<file path="config.mk">
export PLATFORM = sky130hd
export DESIGN_NAME = demux81_sched
export DESIGN_NICKNAME = d
export VERILOG_FILES = /design/src/rtl/demux_pkg.sv /design/src/rtl/demux81_comb.sv /design/src/rtl/demux81_stats.sv /design/src/rtl/demux81_sched.sv
export SDC_FILE = /design/constraint.sdc
export NUM_CORES = 1
export LEC_CHECK = 0
export ABC_AREA = 1
export ABC_CLOCK_PERIOD_IN_PS = 1320
export BUFFER_PORTS_ARGS = -buffer_cell sky130_fd_sc_hd__buf_4
export CAP_MARGIN = 20
export CORE_MARGIN = 1.5
export CORE_UTILIZATION = 37
export DETAILED_ROUTE_END_ITERATION = 12
export PLACE_DENSITY = 0.84
export SYNTH_ARGS = -nofsm -noshare
export SYNTH_HDL_FRONTEND = slang
export SYNTH_SLANG_ARGS = --single-unit
</file>
<file path="constraint.sdc">
create_clock -name clk -period 1.32 [get_ports clk]
set_input_delay 0.198 -clock clk [delete_from_list [all_inputs] [get_ports clk]]
set_output_delay 0.198 -clock clk [all_outputs]
set_load 0.1 [all_outputs]
</file>
<file path="src/rtl/demux_pkg.sv">
// demux_pkg: shared channel count, select width, FSM states and counter limits for the 1-to-8 demux controller
package demux_pkg;
  localparam int NCH = 8;
  localparam int SELW = 3;
  localparam int STAT_W = 8;
  localparam logic [STAT_W-1:0] STAT_MAX = 8'hFF;
  typedef enum logic {IDLE, SEND} state_t;
endpackage

</file>
<file path="src/rtl/demux81_comb.sv">
// demux81_comb: one-hot 1-to-8 decode of a single enable bit onto output sel
module demux81_comb
  import demux_pkg::*;
(
  input  logic            in,
  input  logic [SELW-1:0] sel,
  output logic [NCH-1:0]  y
);
  assign y = {{(NCH-1){1'b0}}, in} << sel;
endmodule

</file>
<file path="src/rtl/demux81_stats.sv">
// demux81_stats: per-channel saturating handshake counters with synchronous clear and indexed read
module demux81_stats
  import demux_pkg::*;
(
  input  logic              clk,
  input  logic              rst,
  input  logic [NCH-1:0]    inc_vec,
  input  logic              clr,
  input  logic [SELW-1:0]   rd_sel,
  output logic [STAT_W-1:0] rd_cnt
);
  logic [STAT_W-1:0] cnt_q [NCH];
  logic [STAT_W-1:0] cnt_d [NCH];
  always_comb begin
    for (int i = 0; i < NCH; i++)
      cnt_d[i] = clr ? '0 : (inc_vec[i] && cnt_q[i] != STAT_MAX) ? cnt_q[i] + 1'b1 : cnt_q[i];
  end
  always_ff @(posedge clk) begin
    if (rst) for (int i = 0; i < NCH; i++) cnt_q[i] <= '0;
    else cnt_q <= cnt_d;
  end
  assign rd_cnt = cnt_q[rd_sel];
endmodule

</file>
<file path="src/rtl/demux81_sched.sv">
// demux81_sched: valid/ready sequencer feeding a 1-to-8 demux, round-robin or tag-directed
// Optional per-channel transfer counters enabled by DEMUX81_SCHED_STATS_EN.
module demux81_sched
  import demux_pkg::*;
#(
  parameter int WIDTH = 8
) (
  input  logic              clk,
  input  logic              rst,
  input  logic              in_valid,
  output logic              in_ready,
  input  logic [WIDTH-1:0]  in_data,
  input  logic [SELW-1:0]   in_dest,
  input  logic              mode,
  output logic [SELW-1:0]   sel,
  output logic [NCH-1:0]    out_valid,
  input  logic [NCH-1:0]    out_ready,
  output logic [WIDTH-1:0]  out_data,
  output logic              busy,
  input  logic [SELW-1:0]   stat_sel,
  input  logic              stat_clr,
  output logic [STAT_W-1:0] stat_cnt
);
  state_t state_q, state_d;
  logic [SELW-1:0] sel_q, sel_d, rr_q, rr_d;
  logic [WIDTH-1:0] data_q, data_d;
  logic accept, hs;
  assign busy = state_q == SEND;
  assign sel = sel_q;
  assign out_data = data_q;
  assign hs = busy & out_ready[sel_q];
  // Refill in the same cycle the held word drains, so a ready channel sees no bubble.
  assign in_ready = ~busy | out_ready[sel_q];
  assign accept = in_valid & in_ready;
  demux81_comb u_dec (.in(busy), .sel(sel_q), .y(out_valid));
  always_comb begin
    state_d = accept ? SEND : hs ? IDLE : state_q;
    sel_d = accept ? (mode ? in_dest : rr_q) : sel_q;
    rr_d = (accept && !mode) ? rr_q + 1'b1 : rr_q;
    data_d = accept ? in_data : data_q;
  end
  always_ff @(posedge clk) begin
    if (rst) begin
      state_q <= IDLE;
      sel_q <= '0;
      rr_q <= '0;
      data_q <= '0;
    end else begin
      state_q <= state_d;
      sel_q <= sel_d;
      rr_q <= rr_d;
      data_q <= data_d;
    end
  end
`ifdef DEMUX81_SCHED_STATS_EN
  demux81_stats u_stats (
    .clk(clk), .rst(rst), .inc_vec(out_valid & out_ready), .clr(stat_clr),
    .rd_sel(stat_sel), .rd_cnt(stat_cnt)
  );
`else
  logic unused_stats;
  assign unused_stats = ^{stat_sel, stat_clr};
  assign stat_cnt = '0;
`endif
endmodule
</file>
* Word-level counts from Yosys, hierarchy flattened
Index checks and enable logic that the tools add are counted.
Storage, ports and cells: memories kept 0, bits in latches 0, bits in read-only memories 0, register bits 15, bits in writable memories 0, input port bits 27
Operators by class: shift operators 1, $add $sub $neg 1, reduce and logical (&&, ||, !) cells 3, multipliers 0, muxes and demuxes 5, equal/unequal tests 0, bitwise operators 4, order comparisons 1, div/mod/pow operators 0
Operators with widths (count):
- left shift 1 x 3 -> 8 bit | 1
- less-than comparator 3 x 4 -> 1 bit (second input constant) | 1
- adder 3 x 1 -> 3 bit (second input constant) | 1
- binary-select mux 1 bit (select 3 bit) | 1
- two-way mux 1 bit | 3
- two-way mux 3 bit | 1
- bitwise AND 1 bit | 2
- nonzero test 2 bit | 1
- logical AND 1 bit | 1
- zero test 1 bit | 1
- inverter 1 bit | 1
- bitwise OR 1 bit | 1

* Logic depth before layout (Yosys ltp)
depth in word-level cells 5, gate-level depth with buffers 10, gate-level depth less buffers 9

* Cells and area by module
Synthesis repeated with hierarchy kept, for this count alone.
Unflattened totals: cell total of the unflattened synthesis 125, area total of the unflattened synthesis 868.3 um^2
Modules (own cells, without submodules):
- demux81_sched | cells an instance 110, area an instance 807.0 um^2, seq. area each 300.3 um^2, times used 1
- demux81_comb | cells an instance 15, area an instance 61.3 um^2, seq. area each 0.0 um^2, times used 1

* Worst setup path before layout
Ideal clock, no wire load.
path kind flip-flop to output port, start register sel_q[2] (netlist: sel[2]), end output port out_valid[4], buffers on the path 0, data arrival time 2621 ps, path slack -1499 ps, cell stages (with the launch flop) 3, cell sequence dfxtp_1 -> inv_1 -> nor2_1
Between the ends: word-level cells in the longest chain between the ends 1
Ends and longest elaborated chain:
- from (decl) | RTL line demux81_sched.sv:25 | logic [SELW-1:0] sel_q, sel_d, rr_q, rr_d;
- from (signal assigned) | RTL line demux81_sched.sv:50 | sel_q <= sel_d;
- left shift 1 x 3 -> 8 bit | RTL line demux81_comb.sv:9 | assign y = {{(NCH-1){1'b0}}, in} << sel;
- to (decl) | RTL line demux81_sched.sv:16 | output logic [NCH-1:0] out_valid,
Every way passes these cells.

* Worst setup path after layout
start register sel_q[0] (netlist: sel[0]), end output port in_ready
Between the ends: word-level cells in the longest chain between the ends 3
Ends and longest elaborated chain:
- binary-select mux 1 bit (select 3 bit) | RTL line demux81_sched.sv:33 | assign in_ready = ~busy | out_ready[sel_q];
- two-way mux 1 bit (implied by the code) | RTL line demux81_sched.sv:33
- bitwise OR 1 bit | RTL line demux81_sched.sv:33
- to (decl) | RTL line demux81_sched.sv:11 | output logic in_ready,
Every way passes these cells. The select of a mux whose other input is x is not followed.

==> flow_summary.ini <==
[placement]
io_buffers = 43
dp_worst_setup_slack_ns = -0.0401
gp_congestion = 0.838
dp_hpwl_mm = 1.73
place_area_um2 = 1240

[timing]
setup_viol = 24
slew_violations = 0
min_period_over_period = 1.16
hold_viol = 0
fmax_mhz = 654
fin_crit_ns = 1.53
fin_skew_ns = 0.00181
rsz0062_at_grt = true
whs_ns = 0.0564
setup_ws_ns = -0.208

[logic_synthesis]
ys.flop_type = dfxtp_1
synth_area_leaders = dfxtp_1 (35%), nor2_1 (15%), nand2_1 (8.3%)
yosysTopAreaCell = dfxtp_1
yosysSeqAreaShare = 0.350
synth-seq-cells = 15
synthCells = 125
ys_async_sr_fraction = 0
yosysTopAreaCellShare = 0.350
avgSynthCellArea_um2 = 6.87
syn_area_um2 = 858
ys_types = 19
yosysMostFrequentCell = nor2_1
synth_edf_count = 0
synth-warning-count = 0
synth_common_cells = nor2_1 (34), nand2_1 (19), dfxtp_1 (15), inv_1 (12), nand3_1 (10)

[detailed_routing]
first_iter_violations = 20
ant_nets = 0
totalWireLength_mm = 3.00
vias = 1026
drc_errors = 0
routedWlPerCell_um = 14.3
viasPerCell = 4.91
drt-pass1-iter-count = 4

[status]
violations = negative setup slack
status = finished, violations left

[clock_network]
cts_made_buffers = 3
cts_max_path_buffers = 2
cts_tree = yes
cts_hold_buffers = 0
numClockSinks = 15
cts-root-buf = clkbuf_4
cts_max_level = 1
insertion_delay_ns = 0.28
clk_pin_slew_worst_paths_ns = 0.09

[die]
die_h_um = 51.2
rows = 17
fp.dieArea_um2 = 2620
fp.dieW_um = 51.2
coreArea_um2 = 2190
io_pins = 56
start_util = 0.392

[layout]
layout.nets = 210
fill_cells = 136
multi_input_area_um2 = 658
diodes = 0
area_delta_synth_final_pct = 94.2
register_area_um2 = 315
layout-drive-gt1-share = 0.586
fin_area_um2 = 1670
fin_util = 0.761

[pwr]
peakVddDrop_mv = 0.778
leakage_nw = 0.743
powerDensity_nw_per_um2 = 1070

[global_routing]
grt_usage = 0.216
grt_pass1_wl_mm = 4.17
grt_pass1_vias = 952
antenna_found_initial = 0
grt_overflow = 0
grt_max_degree = 15

[job]
drv_cap = 0

[worst_setup_path]
required_ns = 1.12
cpMostUsedCell = nand3_2
cp_cell_sequence = inv_6 > nand2_1 > nand3_2 > nand3_2 > nand3_4 > buf_12
cp.buffers_inverters = 2
crit_path_start_kind = flip-flop
rrSetupSlack_ns = -0.15
criticalPathCategory = flip-flop to output port
critical_path.slowest_cell = dfxtp_4
critPathArrivalTime_ns = 1.33
max_stage_delay_ns = 0.43
crit_path_end_kind = output port
critPathTopFamily = flip-flops
cp_max_fo = 8

[min_path]
min_path_type = input pin to flip-flop
[where the power goes]
| group | switching (mW) | internal (mW) |
|---|---|---|
| clock network | 0.153 | 0.117 |
| registers | 0.0593 | 0.494 |
| logic | 0.687 | 0.281 |
| total | 0.899 | 0.892 |
[per-stage QoR]
| step | total power, mW | TNS [ns] | std cells |
|---|---|---|---|
| 6_report | 1.79 | -2.92 | 209 |
| 4_1_cts | 1.70 | -1.20 | 205 |
| 2_1_floorplan | 1.17 | -10.51 | 132 |
| 3_3_place_gp | 1.30 | 0 | 196 |
| 5_1_grt | 1.87 | -4.59 | 209 |
| 3_5_place_dp | 1.31 | -0.228 | 196 |
[metal layers]
metal  GRT usage  wire length (µm)  up-vias
li1            -                 -      498
met1       0.215              1070      486
met2       0.420              1740       34
met3      0.0292               105        8
met4       0.122                78        0
met5           0                 0        -
[placed cells by master, fill, tap and decap left out, types with 2 or more instances in the layout]
cell | synthesis | routed
buf_4 | 8 | 39
nor2_1 | 34 | 18
nand2_1 | 19 | 16
nor2_4 | 0 | 13
dfxtp_1 | 15 | 11
nand3_2 | 2 | 10
inv_1 | 12 | 10
buf_12 | 1 | 10
conb_1 | 1 | 8
o21ai_2 | 2 | 5
o21ai_1 | 5 | 4
o21ai_0 | 6 | 4
dfxtp_4 | 0 | 4
nand3_4 | 1 | 3
nand2_2 | 0 | 3
nor2_2 | 0 | 3
nand4_1 | 3 | 3
clkbuf_4 | 0 | 3
inv_4 | 0 | 2
nand2_8 | 0 | 2
buf_6 | 0 | 2
buf_8 | 1 | 2
[state kept, by name, indices dropped and copies added (netlist names)]
name / cells
busy: 1
out_data: 8
sel: 3
rr_q: 3
[logic make-up (layout without fill, tap and decap cells)]
family / after synthesis / count (layout) / synth area share
compound gates: 14 / 14 / 0.0904
fa+ha+maj: 1 / 1 / 0.0146
buf+inv: 24 / 72 / 0.172
flops: 15 / 15 / 0.350
other cells: 1 / 8 / 0.00437
simple gates: 70 / 71 / 0.369
[path summary, 6_finish.rpt]
| kind | from | to | cells after the start |
|---|---|---|---|
| hold / removal | rst | busy | 2 |
| hold reg to reg | out_data[1] | out_data[1] | 2 |
| setup reg to reg | sel[0] | sel[1] | 10 |
| setup / recovery | sel[0] | in_ready | 6 |
[cell type report]
type / instances / share of cell area
clock buffer: 3 / 0.0135
clock inverter: 1 / 0.00375
inverter: 14 / 0.0435
multi-input combinational: 94 / 0.395
sequential: 15 / 0.189
tap: 28 / 0.0210
timing repair buffer: 53 / 0.327
timing repair inverter: 1 / 0.00676
[what timing repair did]
action / CTS / global route
gates resized for setup: 53 / 26
setup buffers: 4 / 3
pin swaps: 5 / 8
cloned: 1 / 1
setup endpoints to repair: 22 / 25
[worst reg2reg max path, stage by stage (launching register included)]
cell and delay (ns):
dfxtp_4 0.43, inv_6 0.07, nand2_1 0.09, nand3_2 0.08
nand3_2 0.09, nand3_4 0.10, buf_12 0.16, nand2_8 0.12
clkinv_8 0.09, nor2_1 0.10, nor2_1 0.05
No activity file was read; power rests on OpenSTA's default activity.
